**src/rtl/jacobi_pkg.sv**
```systemverilog
// Shared constants and state encoding for the Jacobi matrix-multiply row sequencer.
package jacobi_pkg;

    localparam int unsigned N      = 32;
    localparam int unsigned IDX_W  = 5;
    localparam int unsigned CNT_W  = IDX_W + 1;
    localparam int unsigned PERF_W = 16;

    typedef enum logic [1:0] {
        IDLE  = 2'd0,
        ISSUE = 2'd1,
        DRAIN = 2'd2,
        DONE  = 2'd3
    } state_e;

    // Saturating increment for the performance cycle counter.
    function automatic logic [PERF_W-1:0] perf_sat_inc(input logic [PERF_W-1:0] v);
        logic [PERF_W-1:0] r;
        r = (v == {PERF_W{1'b1}}) ? v : v + PERF_W'(1);
        return r;
    endfunction

endpackage

```
**src/rtl/idx_delay_line.sv**
```systemverilog
// Fixed-depth register pipe that aligns the row index with row-RAM read data.
// LAT = 0 passes the input straight through.
module idx_delay_line #(
    parameter int unsigned W   = 5,
    parameter int unsigned LAT = 1
) (
    input  logic         clk,
    input  logic         reset,
    input  logic [W-1:0] din,
    output logic [W-1:0] dout
);

    generate
        if (LAT == 0) begin : g_pass
            assign dout = din;
        end else if (LAT == 1) begin : g_one
            logic [W-1:0] pipe_q;
            logic [W-1:0] pipe_d;

            always_comb begin
                pipe_d = din;
            end

            always_ff @(posedge clk) begin
                if (reset) begin
                    pipe_q <= '0;
                end else begin
                    pipe_q <= pipe_d;
                end
            end

            assign dout = pipe_q;
        end else begin : g_multi
            logic [LAT*W-1:0] pipe_q;
            logic [LAT*W-1:0] pipe_d;

            // Newest entry in the low slice, oldest in the high slice.
            always_comb begin
                pipe_d = {pipe_q[(LAT-1)*W-1:0], din};
            end

            always_ff @(posedge clk) begin
                if (reset) begin
                    pipe_q <= '0;
                end else begin
                    pipe_q <= pipe_d;
                end
            end

            assign dout = pipe_q[LAT*W-1 -: W];
        end
    endgenerate

endmodule

```
**src/rtl/matmul_row_sequencer.sv**
```systemverilog
// Sequences one 32-row pass of the Jacobi 32x32 matrix multiplier: issues row reads,
// aligns row indices, forwards result writes and flags faults. Optional MATMUL_SEQ_PERF_EN adds perf_cycles.
module matmul_row_sequencer
    import jacobi_pkg::*;
#(
    parameter int unsigned RD_LAT  = 1,
    parameter int unsigned TIMEOUT = 64
) (
    input  logic             clk,
    input  logic             reset,
    input  logic             start,
    input  logic             bank_sel,
    output logic             busy,
    output logic             done,
    output logic             error,
    output logic             ram_rd_en,
    output logic [IDX_W-1:0] ram_rd_addr,
    output logic [IDX_W-1:0] mm_index_a,
    output logic [IDX_W-1:0] mm_index_b,
    output logic             mm_select_in,
    input  logic             mm_select_out,
    input  logic             mm_write_data,
    input  logic [IDX_W-1:0] mm_out_address,
`ifdef MATMUL_SEQ_PERF_EN
    output logic [15:0]      perf_cycles,
`endif
    output logic             res_wr_en,
    output logic [IDX_W-1:0] res_wr_addr,
    output logic             res_wr_bank
);

    localparam int unsigned TO_W = $clog2(TIMEOUT + 1);

    state_e             state_q, state_d;
    logic               bank_q, bank_d;
    logic               busy_q, busy_d;
    logic               done_q, done_d;
    logic               error_q, error_d;
    logic               ram_rd_en_q, ram_rd_en_d;
    logic [IDX_W-1:0]   ram_rd_addr_q, ram_rd_addr_d;
    logic               res_wr_en_q, res_wr_en_d;
    logic [IDX_W-1:0]   res_wr_addr_q, res_wr_addr_d;
    logic               res_wr_bank_q, res_wr_bank_d;
    logic [CNT_W-1:0]   issue_cnt_q, issue_cnt_d;
    logic [CNT_W-1:0]   res_cnt_q, res_cnt_d;
    logic [TO_W-1:0]    drain_cnt_q, drain_cnt_d;
    logic               collecting;
    logic               strobe_fault;
`ifdef MATMUL_SEQ_PERF_EN
    logic [PERF_W-1:0]  perf_cnt_q, perf_cnt_d;
    logic [PERF_W-1:0]  perf_cycles_q, perf_cycles_d;
`endif

    always_comb begin
        state_d       = state_q;
        bank_d        = bank_q;
        error_d       = error_q;
        ram_rd_en_d   = 1'b0;
        ram_rd_addr_d = ram_rd_addr_q;
        res_wr_en_d   = 1'b0;
        res_wr_addr_d = res_wr_addr_q;
        res_wr_bank_d = res_wr_bank_q;
        issue_cnt_d   = issue_cnt_q;
        res_cnt_d     = res_cnt_q;
        drain_cnt_d   = drain_cnt_q;
        strobe_fault  = 1'b0;
        collecting    = (state_q == ISSUE) || (state_q == DRAIN);
`ifdef MATMUL_SEQ_PERF_EN
        perf_cnt_d    = perf_cnt_q;
        perf_cycles_d = perf_cycles_q;
`endif

        // Result strobes: forward while a pass is active, otherwise only flag them.
        if (mm_write_data) begin
            if (collecting) begin
                res_wr_en_d   = 1'b1;
                res_wr_addr_d = mm_out_address;
                res_wr_bank_d = mm_select_out;
                if (mm_select_out != bank_q) begin
                    strobe_fault = 1'b1;
                end
                if (res_cnt_q == CNT_W'(N)) begin
                    strobe_fault = 1'b1;
                end else begin
                    if (mm_out_address != res_cnt_q[IDX_W-1:0]) begin
                        strobe_fault = 1'b1;
                    end
                    res_cnt_d = res_cnt_q + CNT_W'(1);
                end
            end else begin
                strobe_fault = 1'b1;
            end
        end

        case (state_q)
            IDLE: begin
                if (start) begin
                    state_d       = ISSUE;
                    bank_d        = bank_sel;
                    error_d       = 1'b0;
                    ram_rd_en_d   = 1'b1;
                    ram_rd_addr_d = '0;
                    issue_cnt_d   = CNT_W'(1);
                    res_cnt_d     = '0;
                    drain_cnt_d   = '0;
`ifdef MATMUL_SEQ_PERF_EN
                    perf_cnt_d    = PERF_W'(1);
`endif
                end
            end
            ISSUE: begin
`ifdef MATMUL_SEQ_PERF_EN
                perf_cnt_d = perf_sat_inc(perf_cnt_q);
`endif
                if (issue_cnt_q == CNT_W'(N)) begin
                    state_d     = DRAIN;
                    drain_cnt_d = '0;
                end else begin
                    ram_rd_en_d   = 1'b1;
                    ram_rd_addr_d = issue_cnt_q[IDX_W-1:0];
                    issue_cnt_d   = issue_cnt_q + CNT_W'(1);
                end
            end
            DRAIN: begin
`ifdef MATMUL_SEQ_PERF_EN
                perf_cnt_d = perf_sat_inc(perf_cnt_q);
`endif
                drain_cnt_d = drain_cnt_q + TO_W'(1);
                // Completion wins over a timeout landing in the same cycle.
                if (res_cnt_d == CNT_W'(N)) begin
                    state_d = DONE;
                end else if (drain_cnt_q == TO_W'(TIMEOUT - 1)) begin
                    state_d = DONE;
                    error_d = 1'b1;
                end
`ifdef MATMUL_SEQ_PERF_EN
                if (state_d == DONE) begin
                    perf_cycles_d = perf_sat_inc(perf_sat_inc(perf_cnt_q));
                end
`endif
            end
            DONE: begin
                state_d = IDLE;
            end
            default: begin
                state_d = IDLE;
            end
        endcase

        if (strobe_fault) begin
            error_d = 1'b1;
        end

        busy_d = (state_d == ISSUE) || (state_d == DRAIN);
        done_d = (state_d == DONE);
    end

    always_ff @(posedge clk) begin
        if (reset) begin
            state_q       <= IDLE;
            bank_q        <= 1'b0;
            busy_q        <= 1'b0;
            done_q        <= 1'b0;
            error_q       <= 1'b0;
            ram_rd_en_q   <= 1'b0;
            ram_rd_addr_q <= '0;
            res_wr_en_q   <= 1'b0;
            res_wr_addr_q <= '0;
            res_wr_bank_q <= 1'b0;
            issue_cnt_q   <= '0;
            res_cnt_q     <= '0;
            drain_cnt_q   <= '0;
`ifdef MATMUL_SEQ_PERF_EN
            perf_cnt_q    <= '0;
            perf_cycles_q <= '0;
`endif
        end else begin
            state_q       <= state_d;
            bank_q        <= bank_d;
            busy_q        <= busy_d;
            done_q        <= done_d;
            error_q       <= error_d;
            ram_rd_en_q   <= ram_rd_en_d;
            ram_rd_addr_q <= ram_rd_addr_d;
            res_wr_en_q   <= res_wr_en_d;
            res_wr_addr_q <= res_wr_addr_d;
            res_wr_bank_q <= res_wr_bank_d;
            issue_cnt_q   <= issue_cnt_d;
            res_cnt_q     <= res_cnt_d;
            drain_cnt_q   <= drain_cnt_d;
`ifdef MATMUL_SEQ_PERF_EN
            perf_cnt_q    <= perf_cnt_d;
            perf_cycles_q <= perf_cycles_d;
`endif
        end
    end

    // Index follows the read address by the row-RAM latency so it meets the data.
    idx_delay_line #(
        .W   (IDX_W),
        .LAT (RD_LAT)
    ) u_idx_delay (
        .clk   (clk),
        .reset (reset),
        .din   (ram_rd_addr_q),
        .dout  (mm_index_a)
    );

    assign mm_index_b   = mm_index_a;
    assign mm_select_in = bank_q;
    assign busy         = busy_q;
    assign done         = done_q;
    assign error        = error_q;
    assign ram_rd_en    = ram_rd_en_q;
    assign ram_rd_addr  = ram_rd_addr_q;
    assign res_wr_en    = res_wr_en_q;
    assign res_wr_addr  = res_wr_addr_q;
    assign res_wr_bank  = res_wr_bank_q;
`ifdef MATMUL_SEQ_PERF_EN
    assign perf_cycles  = perf_cycles_q;
`endif

endmodule

```
**config.mk**
```make
export PLATFORM = sky130hd
export DESIGN_NAME = matmul_row_sequencer
export DESIGN_NICKNAME = d
export VERILOG_FILES = /design/src/rtl/jacobi_pkg.sv /design/src/rtl/idx_delay_line.sv /design/src/rtl/matmul_row_sequencer.sv
export SDC_FILE = /design/constraint.sdc
export NUM_CORES = 1
export LEC_CHECK = 0
export BUFFER_PORTS_ARGS = -buffer_cell sky130_fd_sc_hd__buf_4
export CORE_MARGIN = 1.5
export CORE_UTILIZATION = 29
export DETAILED_ROUTE_END_ITERATION = 6
export GPL_TIMING_DRIVEN = 0
export PLACE_DENSITY = 0.51
export SYNTH_ARGS = -nofsm -noshare
export SYNTH_HDL_FRONTEND = slang
export SYNTH_HIERARCHICAL = 1
export SYNTH_SLANG_ARGS = --single-unit
```
**constraint.sdc**
```tcl
create_clock -name clk -period 2.8 [get_ports clk]
set_input_delay 0.84 -clock clk [delete_from_list [all_inputs] [get_ports clk]]
set_output_delay 0.84 -clock clk [all_outputs]
set_load 0.01 [all_outputs]
```
Yosys cells after proc, flatten, opt, wreduce, memory -nomap -nowiden
Cells that the tools add are included.
Widths: inputs -> output; s select.
Operators by class
  add/sub/neg operators: 3
  multiply operators: 0
  div/mod/pow operators: 0
  order comparisons: 0
  eq/ne operators: 18
  shifts and indexed selects: 0
  multiplexer cells: 33
  bitwise operators: 1
  reduce and logical (&&, ||, !) cells: 12
Operators with widths (count)
  $mux 6: 7
  $pmux 7 s3: 1
  $eq 6x6->1 const B: 3
  $mux 7: 2
  $add 6x1->6 const B: 2
  $mux 1: 12
  $pmux 6 s2: 1
  $mux 5: 2
  $pmux 5 s2: 1
  $eq 2x2->1 const B: 4
  $mux 2: 4
  $pmux 2 s4: 1
  $add 7x1->7 const B: 1
  $eq 7x6->1 const B: 1
  $ne 3x3->1 const B: 2
  $reduce_and 3->1: 2
  $reduce_bool 3->1: 2
  $ne 5x5->1: 1
  $eq 2x1->1 const B: 2
  $ne 2x2->1 const B: 2
  $pmux 1 s2: 2
  $reduce_and 2->1: 2
  $reduce_and 4->1: 1
  $ne 3x2->1 const B: 1
  7 further kinds: 8
Word-level totals
  flip-flop bits (word level): 43
  latch bits: 0
  bits in writable memories: 0
  bits in read-only memories: 0
  input port bits: 11
  output and inout bits: 27
  word-level logic and storage cells: 81
  memories: 0

Longest topological paths before layout
Gate-level depths: netlist of the first run.
  depth after elaboration: 9
  depth in mapped cells: 10
  gate-level depth less buffers: 9

Hierarchy
The synthesis of the first run kept the hierarchy.
Modules (own cells, without submodules)
  matmul_row_sequencer: times used 1, cells an instance 231, area each 1945.6 sq um, seq. area each 760.7 sq um
  idx_delay_line: times used 1, cells an instance 10, area each 131.4 sq um, seq. area each 100.1 sq um

Least setup slack after synthesis of the first run
Ideal clock, no wire load.
  path type: input to register
  start: in mm_write_data
  end: reg busy_q, in the netlist busy
  setup time: 0.128 ns
  arrival: 2.139 ns
  data required time: 2.672 ns
  slack: 0.533 ns
  stages: 8
  buffers on the path: 1
  cells stage by stage: and2_1 -> clkbuf_1 -> a41oi_1 -> a31oi_1 -> o2111ai_1 -> nand2_1 -> ha_1 -> nor2b_1
Between the ends
  word-level cells in the longest chain between the ends: 6
  elaborated cells on any way between the ends: 7
  those cells by class: 3 x eq/ne; 3 x mux; 1 x reduce/logical
RTL lines
  start: declaration: line matmul_row_sequencer.sv:22  | input logic mm_write_data,
  $mux 6 *: line matmul_row_sequencer.sv:74  | if (mm_write_data) begin
  $eq 6x6->1 *: line matmul_row_sequencer.sv:130  | if (res_cnt_d == CNT_W'(N)) begin
  $mux 2 *: line matmul_row_sequencer.sv:130
  $pmux 2 s4 *: line matmul_row_sequencer.sv:95  | case (state_q)
  $eq 2x1->1 or $eq 2x2->1 (tied branches): line matmul_row_sequencer.sv:154  | busy_d = (state_d == ISSUE) || (state_d == DRAIN);
  $logic_or 1x1->1 *: line matmul_row_sequencer.sv:154
  net busy_d: line matmul_row_sequencer.sv:36  | logic busy_q, busy_d;
  end signal: assignment: line matmul_row_sequencer.sv:180  | busy_q <= busy_d;
  end: declaration: line matmul_row_sequencer.sv:36
Mark *: on every way through the listed nets, which the timed path passes. The rest lies on a longest branch.
A chain may end at the register's enable or synchronous reset.

Final worst setup path of the first run
  start: reg state_q[0]
  end: reg busy_q, in the netlist busy
Between the ends
  word-level cells in the longest chain between the ends: 9
  elaborated cells on any way between the ends: 16
  those cells by class: 6 x eq/ne; 7 x mux; 3 x reduce/logical
RTL lines
  start: declaration: line matmul_row_sequencer.sv:34  | state_e state_q, state_d;
  start signal: assignment: line matmul_row_sequencer.sv:178  | state_q <= state_d;
  $eq 2x1->1 or $eq 2x2->1 (tied branches): line matmul_row_sequencer.sv:67  | collecting = (state_q == ISSUE) || (state_q == DRAIN);
  $logic_or 1x1->1 *: line matmul_row_sequencer.sv:67
  net collecting: line matmul_row_sequencer.sv:47  | logic collecting;
  $mux 6 *: line matmul_row_sequencer.sv:75  | if (collecting) begin
  $mux 6 *: line matmul_row_sequencer.sv:74
  $eq 6x6->1 *: line matmul_row_sequencer.sv:130
  $mux 2 *: line matmul_row_sequencer.sv:130
  $pmux 2 s4 *: line matmul_row_sequencer.sv:95
  $eq 2x1->1 or $eq 2x2->1 (tied branches): line matmul_row_sequencer.sv:154
  $logic_or 1x1->1 *: line matmul_row_sequencer.sv:154
  net busy_d: line matmul_row_sequencer.sv:36
Marked as above.

==> results of run 1 <==
[final cells by class]
cell class,instances,share of cell area
Multi-Input combinational cell,175,0.430
Sequential cell,43,0.334
Timing Repair Buffer,37,0.108
Tap cell,96,0.0466
Clock buffer,7,0.0373
Buffer,15,0.0306
Inverter,8,0.0116
Clock inverter,1,0.00291
[cells by family (layout without fill, tap and decap cells)]
| family | after synthesis | in the layout | share of synthesized area |
|---|---|---|---|
| muxes | 5 | 5 | 0.0247 |
| buffers and inverters | 23 | 68 | 0.0518 |
| and+or+nand+nor | 100 | 100 | 0.236 |
| DFF | 43 | 43 | 0.414 |
| xor gates and xnor gates | 19 | 19 | 0.0801 |
| adders and majority gates | 10 | 10 | 0.0602 |
| AOI/OAI and AO/OA | 41 | 41 | 0.133 |
[sequential cells by signal, indices dropped and copies added, names as in the netlist]
register and cells:
drain_cnt_q 7, issue_cnt_q 6, res_cnt_q 6, ram_rd_addr 5, res_wr_addr 5, u_idx_delay/dout 5
state_q 2, busy 1, done 1, error 1, mm_select_in 1, ram_rd_en 1
res_wr_bank 1, res_wr_en 1
[power by group]
group	total (mW)	leakage (nW)	switching (mW)	internal [mW]
Combinational	0.252	0.628	0.150	0.102
Sequential	0.659	0.349	0.0215	0.638
Clock	0.438	0.0505	0.214	0.224
Total	1.35	1.03	0.386	0.964
[worst min-delay path: cells and delay by family (launching register included)]
kind | cells | cell delay (ps)
DFF | 1 | 320
AOI/OAI and AO/OA | 1 | 50
and+or+nand+nor | 1 | 50
[cell usage in the layout, fill, tap and decap left out, drive strengths merged, types with 2 or more instances in the layout]
cell type,count
a211oi,3
a21oi,20
and2,5
and3,4
buf,44
clkbuf,15
dfxtp,43
ha,10
inv,8
mux2i,4
nand2,26
nand2b,5
nand3,12
nand4,5
nor2,24
nor2b,10
nor3,3
nor4,2
o211ai,2
o21ai,5
or3,3
xnor2,12
xor2,7
[layer usage]
metal | global-route usage | wire, um | part of all wire
met5 | 0 | 0 | 0
met4 | 0.0519 | 80 | 0.018
met3 | 0.0283 | 134 | 0.030
met2 | 0.183 | 1930 | 0.44
met1 | 0.163 | 2290 | 0.52
[final timing paths]
| check | startpoint | end | slack (ps) |
|---|---|---|---|
| min reg2reg | res_wr_bank$_SDFFE_PP0P_ | res_wr_bank$_SDFFE_PP0P_ | 460 |
| max | state_q[0]$_SDFF_PP0_ | busy$_SDFF_PP0_ | 250 |
| min | res_wr_bank$_SDFFE_PP0P_ | res_wr_bank$_SDFFE_PP0P_ | 460 |
| max reg2reg | state_q[0]$_SDFF_PP0_ | busy$_SDFF_PP0_ | 250 |
[what timing repair did]
item / 4_1_cts / 5_1_grt
gates resized for setup: 0 / 2
setup endpoints to repair: 0 / 1
hold buffers: 0 / 0
==> results.cfg, run 1 <==
[status]
run_status = complete, no violations

[detailed_routing]
wirelength_mm = 4.43
routed-via-count = 1723
drc = 0
wl_per_cell_um = 11.6
drtIter0Drc = 62
ant_nets = 0
routed_via_density = 4.51
drt_pre_antenna_iters = 6

[floorplanning]
core.rowCount = 30
dieHeight_um = 87.6
core_area_um2 = 6870
die_w_um = 87.6
initial_utilization = 0.302
pin_count = 38
die_area_um2 = 7680

[place]
place_area_um2 = 2470
gp_congestion = 0.778
dp_hpwl_mm = 3.31
place_ws_ps = 78.2
placed_cells = 374
portBuffers = 37

[synth]
ys.flop_type = dfxtp_1
synth_area_um2 = 2080
synthCells = 241
yosys_warnings = 6
netlist.area_leader.share = 0.414
syn_area_per_cell_um2 = 8.62
synth_most_common_cell = dfxtp_1
ys_types = 40
ys_ff_latch = 43
ys_seq_area_frac = 0.414
synthTopCellsByCount = 43 x dfxtp_1, 26 x nand2_1, 23 x nor2_1
synth_edf_count = 0
synth_top_area_cell = dfxtp_1
synth_area_leaders = dfxtp_1 41%, ha_1 6.0%, xnor2_1 5.1%, nand2_1 4.7%, a21oi_1 4.6%
ys_async_sr_fraction = 0
postSynthNetCount = 262

[sta]
worst_slack_ps = 247
worst_pin_slew_ps = 502
finalHoldViolCount = 0
tns_ps = 0
finalSetupViolations = 0
fin_crit_sh = 0.912
clock.fmax_mhz = 392
rsz0062_at_grt = false
clock_skew_ps = 8.29
hold_slack_ps = 456
slew_headroom = 0.662
slew_viol_final = 0
fin_crit_ps = 2550

[power_and_ir_drop]
p_per_area_nw_per_um2 = 523
finalPower_mw = 1.35
p_leak_nw = 1.03
peakVddDrop_uv = 168

[worst_hold_path]
hold_class = flop to flop
holdPathStages = 2

[setup_path]
cp.buffers_inverters = 2
arrival_ps = 2730
cp_max_fo = 10
path_depth = 10
path_class = flop to flop
crit_family = adder cells
r2r_cells = 10
crit_required_ps = 2980
cp_common_cell = ha_1
worst_path_max_delay_cell = dfxtp_1
startpoint_type = flop
cp_cell_sequence = inv_1, ha_1, and2_1, clkbuf_2, a41oi_1, a31oi_1, o2111ai_1, nand2_1, ha_1, nor2b_1
critPathMaxStageDelay_ps = 440
endpoint_kind = flop

[layout]
final_util = 0.376
num_antenna_cells = 0
layout-drive-gt1-share = 0.199
regArea_um2 = 861
multi_input_area_um2 = 1110
nets = 306
design_area_um2 = 2580
fillCellCount = 740
final_cell_count_no_fill = 382
synthToLayoutAreaGrowth_pct = 24.2

[clocking]
h-tree-depth = 2
cts.clk_slew.worst_paths_ps = 80
cts_buffer_depth = 2
cts_root_buf = clkbuf_8
clk_latency_ps = 300
post_cts_buffers = 0
cts_tree = yes
cts_buffers = 5
clock-sinks = 43

[global_routing]
grt_pass1_vias = 1564
grt_use_total = 0.120
grt_pass1_wl_mm = 7.29
antenna_found_initial = 0
grt_max_degree = 14
grt_overflow_total = 0

[run]
max-cap-violations = 0
(Power assumes the default switching activity.)
==> inputs of run 2 (changes only) <==
--- a/config.mk
+++ b/config.mk
@@ -7,10 +7,10 @@
 export LEC_CHECK = 0
 export BUFFER_PORTS_ARGS = -buffer_cell sky130_fd_sc_hd__buf_4
 export CORE_MARGIN = 1.5
-export CORE_UTILIZATION = 29
+export CORE_UTILIZATION = 50
 export DETAILED_ROUTE_END_ITERATION = 6
 export GPL_TIMING_DRIVEN = 0
-export PLACE_DENSITY = 0.51
+export PLACE_DENSITY = 0.77
 export SYNTH_ARGS = -nofsm -noshare
 export SYNTH_HDL_FRONTEND = slang
 export SYNTH_HIERARCHICAL = 1
==> results.cfg, run 2 (synthesized netlist as in run 1, its figures left out) <==
[layout]
design_area_um2 = 2540
final_util = 0.634
num_antenna_cells = 0
final_cell_count_no_fill = 336
layout-drive-gt1-share = 0.199
final_cell_mix = 43 x dfxtp_1, 42 x buf_4, 26 x nand2_1
synthToLayoutAreaGrowth_pct = 22.1
largest_reg_flops = 7
reg_top3 = drain_cnt_q x7, issue_cnt_q x6, res_cnt_q x6
regArea_um2 = 861
nets = 306
largest_register = drain_cnt_q
mostFrequentLayoutCell = dfxtp_1
multi_input_area_um2 = 1110
fillCellCount = 342

[global_routing]
use_met3 = 0.0400
grt_max_degree = 14
antenna_found_initial = 0
grt_pass1_vias = 1653
grt_pass1_wl_mm = 7.24
use_met1 = 0.271
busiest_layer = met2
use_met2 = 0.342
grt_overflow_total = 0
grt_use_total = 0.207

[sta]
tns_ps = 0
clock.fmax_mhz = 398
finalHoldViolCount = 0
rsz0062_at_grt = false
fin_crit_ps = 2510
slew_viol_final = 0
worst_pin_slew_ps = 563
finalSetupViolations = 0
fin_crit_sh = 0.898
hold_slack_ps = 458
slew_headroom = 0.624
worst_slack_ps = 286
clock_skew_ps = 8.75

[setup_path]
worstReg2RegEnd = busy$_SDFF_PP0_
timing.rr.start = state_q[0]$_SDFF_PP0_
endpoint_kind = flop
cp_max_fo = 10
startpoint_type = flop
critPathMaxStageDelay_ps = 430
arrival_ps = 2690
crit_required_ps = 2970
reg2reg_slack_ps = 290
cp_cell_sequence = inv_1, ha_1, and2_1, clkbuf_2, a41oi_1, a31oi_1, o2111ai_1, nand2_1, ha_1, nor2b_1
worst_path_max_delay_cell = dfxtp_1
cp_common_cell = ha_1
path_class = flop to flop
r2r_cells = 10

[power_and_ir_drop]
finalPower_mw = 1.41
p_sw_frac = 0.271
switchingPower_uw = 382
pwr-share-seq = 0.468
p_clk_frac = 0.352
p_leak_nw = 1.04
p_per_area_nw_per_um2 = 556
p_int_mw = 1.03
peakVddDrop_uv = 381
combPwrFrac = 0.180

[detailed_routing]
wirelength_mm = 4.30
drtIter0Drc = 83
ant_nets = 0
routed-via-count = 1794
wl_per_cell_um = 12.8
drt_pre_antenna_iters = 4
drc = 0
routed_via_density = 5.34

[clocking]
cts_tree = yes
post_cts_buffers = 0
cts_buffers = 5
cts.clk_slew.worst_paths_ps = 80
h-tree-depth = 2
clk_latency_ps = 290
clock-sinks = 43
cts_buffer_depth = 2
cts_root_buf = clkbuf_8

[worst_hold_path]
holdPathStages = 2
hold_class = flop to flop
min_to = res_wr_addr[1]$_SDFFE_PP0P_
worstHoldStart = res_wr_addr[1]$_SDFFE_PP0P_

[place]
place_ws_ps = 157
placed_cells = 328
portBuffers = 37
place_area_um2 = 2420
gp_congestion = 0.800
dp_hpwl_mm = 3.18

[floorplanning]
pin_count = 38
die_w_um = 67.5
core_area_um2 = 4000
dieHeight_um = 67.5
die_area_um2 = 4550
core.rowCount = 23
initial_utilization = 0.519

[status]
run_status = complete, no violations

[run]
max-cap-violations = 0
[run 2: routing by layer]
metal / vias up / share of wire / wire length [um]
li1: 907 / - / -
met1: 838 / 0.46 / 1960
met2: 42 / 0.49 / 2120
met3: 7 / 0.043 / 186
met4: 0 / 0.0093 / 40
met5: - / 0 / 0
[run 2: cell type report]
type,count,share of cell area
Buffer,15,0.0311
Clock buffer,6,0.0326
Inverter,8,0.0118
Tap cell,50,0.0247
Timing Repair Buffer,37,0.110
Clock inverter,2,0.0138
Multi-Input combinational cell,175,0.437
Sequential cell,43,0.339
[run 2: worst max-delay path: cells and delay by family, from the launching register on]
family / cells / cell delay, ps
buffers and inverters: 2 / 300
and+or+nand+nor: 3 / 400
adders and majority gates: 2 / 650
AOI/OAI and AO/OA: 3 / 610
DFF: 1 / 430
[run 2: how the worst max path moves through the flow]
| stage | start | cells past startpoint | endpoint |
|---|---|---|---|
| 5_1_grt | state_q[0]$_SDFF_PP0_ | 10 | busy$_SDFF_PP0_ |
| 3_5_place_dp | mm_write_data | 9 | busy$_SDFF_PP0_ |
| 3_3_place_gp | mm_write_data | 9 | busy$_SDFF_PP0_ |
| 6_report | state_q[0]$_SDFF_PP0_ | 10 | busy$_SDFF_PP0_ |
| 2_1_floorplan | mm_write_data | 8 | busy$_SDFF_PP0_ |
| 4_1_cts | state_q[0]$_SDFF_PP0_ | 10 | busy$_SDFF_PP0_ |
[run 2: repair_timing]
item	4_1_cts	5_1_grt
setup endpoints to repair	0	1
hold buffers	0	0
gates resized for setup	0	2
[run 2: power groups by stage]
stage	clock [mW]	sequential [mW]	combinational [mW]
after floorplan	0	0.677	0.163
after global placement	0	0.673	0.245
after detailed placement	0	0.674	0.250
after CTS	0.505	0.660	0.252
after global routing	0.535	0.663	0.285
final	0.497	0.660	0.254
